**config.mk**
```make
export PLATFORM = sky130hd
export DESIGN_NAME = unified_mem_arbiter
export DESIGN_NICKNAME = d
export VERILOG_FILES = /design/src/rtl/mem_arb_pkg.sv /design/src/rtl/mem_arb_pick.sv /design/src/rtl/unified_mem_arbiter.sv
export SDC_FILE = /design/constraint.sdc
export NUM_CORES = 1
export LEC_CHECK = 0
export ABC_AREA = 0
export CAP_MARGIN = 20
export CORE_AREA = 4 4 129 131
export CTS_BUF_LIST = sky130_fd_sc_hd__clkbuf_16
export CTS_CLUSTER_SIZE = 8
export DETAILED_ROUTE_END_ITERATION = 7
export DIE_AREA = 0 0 133 135
export GPL_TIMING_DRIVEN = 0
export PLACE_DENSITY = 0.52
export SLEW_MARGIN = 20
export SYNTH_ARGS = -nofsm -noshare
export SYNTH_HDL_FRONTEND = slang
export SYNTH_SLANG_ARGS = --single-unit
export TNS_END_PERCENT = 1
```
**constraint.sdc**
```tcl
create_clock -name clk -period 1.6 [get_ports clk]
set_clock_uncertainty 0.15 [all_clocks]
set_input_delay 0.24 -clock clk [delete_from_list [all_inputs] [get_ports clk]]
set_output_delay 0.24 -clock clk [all_outputs]
set_load 0.02 [all_outputs]
```
**src/rtl/mem_arb_pkg.sv**
```systemverilog
// Shared types and constants for the unified memory arbiter.
package mem_arb_pkg;

    typedef enum logic {
        ST_BOOT = 1'b0,
        ST_RUN  = 1'b1
    } state_e;

    typedef enum logic {
        OWN_I = 1'b0,
        OWN_D = 1'b1
    } owner_e;

    localparam logic [3:0] WE_FULL    = 4'hF;
    localparam logic [3:0] STARVE_MAX = 4'hF;

    // Bit positions inside the one-hot grant vector
    localparam int GNT_I = 0;
    localparam int GNT_D = 1;
    localparam int GNT_L = 2;

endpackage

```
**src/rtl/mem_arb_pick.sv**
```systemverilog
// Combinational winner select: loader-only while booting, otherwise D over I
// unless the starve guard forces I. Output is a one-hot grant vector.
module mem_arb_pick
    import mem_arb_pkg::*;
(
    input  logic       i_booting,
    input  logic       i_l_req,
    input  logic       i_i_req,
    input  logic       i_d_req,
    input  logic       i_force_i,
    output logic [2:0] o_gnt
);

    always_comb begin
        o_gnt = '0;
        if (i_booting) begin
            o_gnt[GNT_L] = i_l_req;
        end else if (i_i_req && (i_force_i || !i_d_req)) begin
            o_gnt[GNT_I] = 1'b1;
        end else if (i_d_req) begin
            o_gnt[GNT_D] = 1'b1;
        end
    end

endmodule

```
**src/rtl/unified_mem_arbiter.sv**
```systemverilog
// Single-port SRAM arbiter for fetch (I), load/store (D) and boot loader (L).
// Define MEM_ARB_STARVE_GUARD_EN to add the I starvation guard counter.
module unified_mem_arbiter
    import mem_arb_pkg::*;
#(
    parameter int AW            = 32,
    parameter int STARVE_LIMIT  = 4,
    parameter int BOOT_ON_RESET = 1
) (
    input  logic          clk,
    input  logic          rst_n,

    input  logic          i_req,
    input  logic [AW-1:0] i_addr,
    output logic          i_gnt,
    output logic          i_rvalid,
    output logic [31:0]   i_rdata,

    input  logic          d_req,
    input  logic [AW-1:0] d_addr,
    input  logic [3:0]    d_we,
    input  logic [31:0]   d_wdata,
    output logic          d_gnt,
    output logic          d_rvalid,
    output logic [31:0]   d_rdata,

    input  logic          l_req,
    input  logic [AW-1:0] l_addr,
    input  logic [31:0]   l_wdata,
    output logic          l_gnt,

    input  logic          boot_done,

    output logic          i_stall,
    output logic          d_stall,

    output logic          mem_en,
    output logic [3:0]    mem_we,
    output logic [AW-3:0] mem_addr,
    output logic [31:0]   mem_wdata,
    input  logic [31:0]   mem_rdata,

    output logic          booting
);

    localparam state_e LP_RST_STATE   = (BOOT_ON_RESET != 0) ? ST_BOOT : ST_RUN;
    localparam logic   LP_RST_BOOTING = (BOOT_ON_RESET != 0);

    state_e     r_state;
    logic       r_booting;
    logic       r_rd_vld;
    owner_e     r_owner;

    logic       w_i_req;
    logic       w_d_req;
    logic       w_l_req;
    logic       w_force_i;
    logic [2:0] w_gnt;
    logic       w_d_read;
    logic       w_unused;

    // Requests are masked during reset so every command/grant output idles at 0.
    assign w_i_req = i_req & rst_n;
    assign w_d_req = d_req & rst_n;
    assign w_l_req = l_req & rst_n;

    assign w_unused = ^{i_addr[1:0], d_addr[1:0], l_addr[1:0]};

`ifdef MEM_ARB_STARVE_GUARD_EN
    localparam logic [3:0] LP_LIMIT = 4'(STARVE_LIMIT);

    logic [3:0] r_starve_cnt;

    always_ff @(posedge clk or negedge rst_n) begin
        if (!rst_n) begin
            r_starve_cnt <= '0;
        end else if (!w_i_req || w_gnt[GNT_I]) begin
            r_starve_cnt <= '0;
        end else if (r_state == ST_RUN && r_starve_cnt != STARVE_MAX) begin
            r_starve_cnt <= r_starve_cnt + 4'd1;
        end
    end

    assign w_force_i = (r_starve_cnt >= LP_LIMIT);
`else
    assign w_force_i = 1'b0;
`endif

    mem_arb_pick u_pick (
        .i_booting (r_booting),
        .i_l_req   (w_l_req),
        .i_i_req   (w_i_req),
        .i_d_req   (w_d_req),
        .i_force_i (w_force_i),
        .o_gnt     (w_gnt)
    );

    assign i_gnt   = w_gnt[GNT_I];
    assign d_gnt   = w_gnt[GNT_D];
    assign l_gnt   = w_gnt[GNT_L];
    assign i_stall = w_i_req & ~w_gnt[GNT_I];
    assign d_stall = w_d_req & ~w_gnt[GNT_D];

    assign mem_en  = |w_gnt;

    always_comb begin
        mem_we    = '0;
        mem_addr  = '0;
        mem_wdata = '0;
        if (w_gnt[GNT_L]) begin
            mem_we    = WE_FULL;
            mem_addr  = l_addr[AW-1:2];
            mem_wdata = l_wdata;
        end else if (w_gnt[GNT_D]) begin
            mem_we    = d_we;
            mem_addr  = d_addr[AW-1:2];
            mem_wdata = d_wdata;
        end else if (w_gnt[GNT_I]) begin
            mem_addr  = i_addr[AW-1:2];
        end
    end

    // BOOT lasts until the cycle after boot_done; a same-cycle L write still lands in BOOT.
    always_ff @(posedge clk or negedge rst_n) begin
        if (!rst_n) begin
            r_state   <= LP_RST_STATE;
            r_booting <= LP_RST_BOOTING;
        end else begin
            case (r_state)
                ST_BOOT: begin
                    if (boot_done) begin
                        r_state   <= ST_RUN;
                        r_booting <= 1'b0;
                    end
                end
                ST_RUN: begin
                    r_state   <= ST_RUN;
                    r_booting <= 1'b0;
                end
                default: begin
                    r_state   <= LP_RST_STATE;
                    r_booting <= LP_RST_BOOTING;
                end
            endcase
        end
    end

    assign booting  = r_booting;

    assign w_d_read = w_gnt[GNT_D] & (d_we == 4'h0);

    always_ff @(posedge clk or negedge rst_n) begin
        if (!rst_n) begin
            r_rd_vld <= 1'b0;
            r_owner  <= OWN_I;
        end else begin
            r_rd_vld <= w_gnt[GNT_I] | w_d_read;
            if (w_gnt[GNT_I]) begin
                r_owner <= OWN_I;
            end else if (w_gnt[GNT_D]) begin
                r_owner <= OWN_D;
            end
        end
    end

    // Read data is shared; only the valid strobe is steered to the owning port.
    assign i_rvalid = r_rd_vld & (r_owner == OWN_I);
    assign d_rvalid = r_rd_vld & (r_owner == OWN_D);
    assign i_rdata  = mem_rdata;
    assign d_rdata  = mem_rdata;

endmodule

```
==> results of run 1 <==
critical path, stage by stage, from the launching register on:
cell and delay, ns:
dfstp_2 0.56, and3b_1 0.21, buf_12 0.16, buf_12 0.14, a221oi_4 0.29, nor2_2 0.07
buf_4 0.16
state kept, by name, summed over array words and instances, names as in the netlist:
name and count:
booting 1, r_owner 1, r_rd_vld 1, r_state 1
repair_timing:
item,CTS,global route
buffers inserted,2,0
resized for setup,370,5
pin swaps,11,0
cloned,1,0
hold buffers,1,0
setup endpoints to repair,77,72
endpoints found under the hold margin,3,0
Yosys cell counts:
library cell	instances
buf_4	64
nor2_1	61
a22o_1	32
a221oi_1	30
buf_2	11
nand2_1	8
buf_6	5
clkbuf_1	5
dfrtp_1	3
inv_1	2
a21o_1	1
and2_1	1
and3_1	1
and3b_1	1
and4bb_1	1
dfstp_2	1
inv_2	1
nand3_1	1
nor2b_1	1
nor4_1	1
o211a_1	1
o21bai_1	1
or2_2	1
or3_1	1
logic make-up (layout without fill, tap and decap cells):
kind of cell / Yosys count / in the layout
DFF: 4 / 4
buffers and inverters: 88 / 398
and+or+nand+nor: 78 / 78
AOI/OAI and AO/OA: 65 / 65
stage by stage:
step | hold slack, ns | total power [mW] | TNS [ns]
6_report | 0.0787 | 1.88 | -36.79
5_1_grt | 0.0910 | 1.97 | -41.28
4_1_cts | 0.0802 | 1.89 | -38.03
3_5_place_dp | 0.300 | 1.49 | -102.97
3_3_place_gp | 0.292 | 1.48 | -101.79
2_1_floorplan | -0.206 | 0.665 | -15.75
area by class of cell:
| class | instances | area, um^2 | share of cell area, % |
|---|---|---|---|
| Tap cell | 216 | 270 | 5.03 |
| Buffer | 85 | 739 | 13.8 |
| Multi-Input combinational cell | 143 | 1390 | 25.9 |
| Clock inverter | 1 | 3.75 | 0.0699 |
| Clock buffer | 3 | 75.1 | 1.40 |
| Sequential cell | 4 | 101 | 1.89 |
| Timing Repair Buffer | 306 | 2770 | 51.6 |
| Inverter | 3 | 18.8 | 0.349 |
path summary, 6_finish.rpt:
check / startpoint / endpoint / slack [ns] / depth (start not counted)
max: booting / mem_addr[0] / -0.62 / 6
min: rst_n / booting / 0.08 / 1
max reg2reg: booting / r_rd_vld / 0.08 / 4
min reg2reg: r_state / r_state / 0.30 / 1
max in group asynchronous: rst_n / r_state / 0.58 / 2
min in group clk: r_state / r_state / 0.30 / 1
report_power, final:
group / total, mW / leakage (nW) / switching, mW / internal (mW)
Clock: 0.401 / 0.0423 / 0.0777 / 0.323
Combinational: 1.37 / 2.27 / 0.548 / 0.825
Sequential: 0.108 / 0.0428 / 0.00248 / 0.106
Total: 1.88 / 2.36 / 0.628 / 1.25
routing by layer:
metal | vias up | track usage [%] | wire (um)
li1 | 1416 | - | -
met3 | 8 | 6.89 | 1650
met1 | 1313 | 13.5 | 4410
met4 | 0 | 1.33 | 87
met2 | 182 | 26.8 | 7140
met5 | - | 0 | 0
==> impl_metrics.py, run 1 <==
metrics = {
    "clocking": {
        "cts_tree": "done",
        "h-tree-depth": 1,
        "clkSlewWorstSetupHoldPaths_ns": 0.03,
        "clockBufferDepth": 2,
        "cts_root_buf": "clkbuf_16",
        "cts_made_buffers": 3,
        "clk-insertion-delay-late_ns": 0.22,
        "clock-sinks": 4,
    },
    "cells_and_area": {
        "final_cell_mix": "226 x clkdlybuf4s50_1, 86 x buf_4, 53 x buf_2, 31 x nor2_1, 30 x nor2_2",
        "final_util_pct": 34.4,
        "instances_no_fill": 761,
        "fill_cells": 1674,
        "syn_to_final_growth_pct": 233,
        "drive_gt1_share_pct": 43.1,
        "final_cell_area_um2": 5370,
        "nets": 748,
        "antennaDiodeCount": 0,
        "mostFrequentLayoutCell": "clkdlybuf4s50_1",
    },
    "setup_path": {
        "critPathKind": "register to output port",
        "arrival_ns": 1.83,
        "crit_fanout": 8,
        "endpoint_kind": "output port",
        "critPathLaunchType": "register",
        "cp.required_ns": 1.21,
    },
    "floorplan": {
        "core-area_um2": 15600,
        "initial_core_util_pct": 10.3,
        "ios": 341,
        "die_y_um": 135,
        "die-area_um2": 18000,
        "rows": 46,
        "die_w_um": 133,
    },
    "sta": {
        "hold_violations": 0,
        "finalCriticalPeriod_ns": 2.22,
        "drv_slew": 0,
        "worst_pin_slew_ns": 0.269,
        "relSlewSlack_pct": 82.1,
        "finalCritPeriodShare_pct": 139,
        "fmax_mhz": 451,
        "setup_viol": 70,
        "rsz0062_at_grt": "true",
        "setup_ws_ns": -0.617,
    },
    "synth": {
        "yosys.area.top_type_share_pct": 29.8,
        "synth_area_leaders": "buf_4 30%, a22o_1 17%, a221oi_1 16%, nor2_1 14%, dfrtp_1 4.7%",
        "synth_compound_area_share_pct": 35.2,
        "synth.avg_cell_area_um2": 6.87,
        "synth_top_family_by_area": "buffers and inverters",
        "synth_warnings": 0,
        "synth_xor_area_share_pct": 0,
        "synthSimpleGateAreaFrac_pct": 20.0,
        "syn_inst": 235,
        "syn-cell-area_um2": 1610,
        "ys_ff_latch": 4,
        "syn_nets": 437,
        "synthMuxAreaShare_pct": 0,
        "synth_cell_types": 24,
        "synth_top_cell_by_area": "buf_4",
        "synthAdderAreaFrac_pct": 0,
        "yosysSeqAreaShare_pct": 6.28,
    },
    "grt": {
        "grt_max_degree": 11,
        "grt_pass1_wl_um": 19300,
        "grt_pass1_vias": 3195,
        "antenna_found_initial": 0,
        "grt_usage_pct": 13.8,
        "grt_overflow": 0,
    },
    "route": {
        "dr.pass1.iters": 4,
        "wl_per_cell_um": 17.5,
        "drtIter0Drc": 42,
        "postRouteAntennaNets": 0,
        "drt-total-wl_um": 13300,
        "drc_errors": 0,
        "vias_per_cell": 3.84,
        "via_count": 2919,
    },
    "place": {
        "place_ws_ns": -1.56,
        "io_buffer_count": 302,
        "placedCellCount": 753,
        "place_congestion": 0.750,
        "placed_cell_area_um2": 5260,
        "place_hpwl_um": 11700,
    },
    "pwr": {
        "powerDensity_nw_per_um2": 350,
        "p_leak_nw": 2.36,
        "vdd_drop_max_mv": 0.244,
    },
    "hold_path": {
        "hold_path_class": "primary input to asynchronous set/reset pin",
    },
    "outcome": {
        "status": "finished with violations",
        "failed_checks": "negative setup slack",
    },
    "run": {
        "max_cap_violations": 0,
    },
}
Power figures use the tool's default switching activity.
==> inputs of run 2 (changes only) <==
ABC_AREA = default   (was 0)
==> results of run 2 <==
Same layout as run 1: the final DEF is identical, and so are final timing and power.
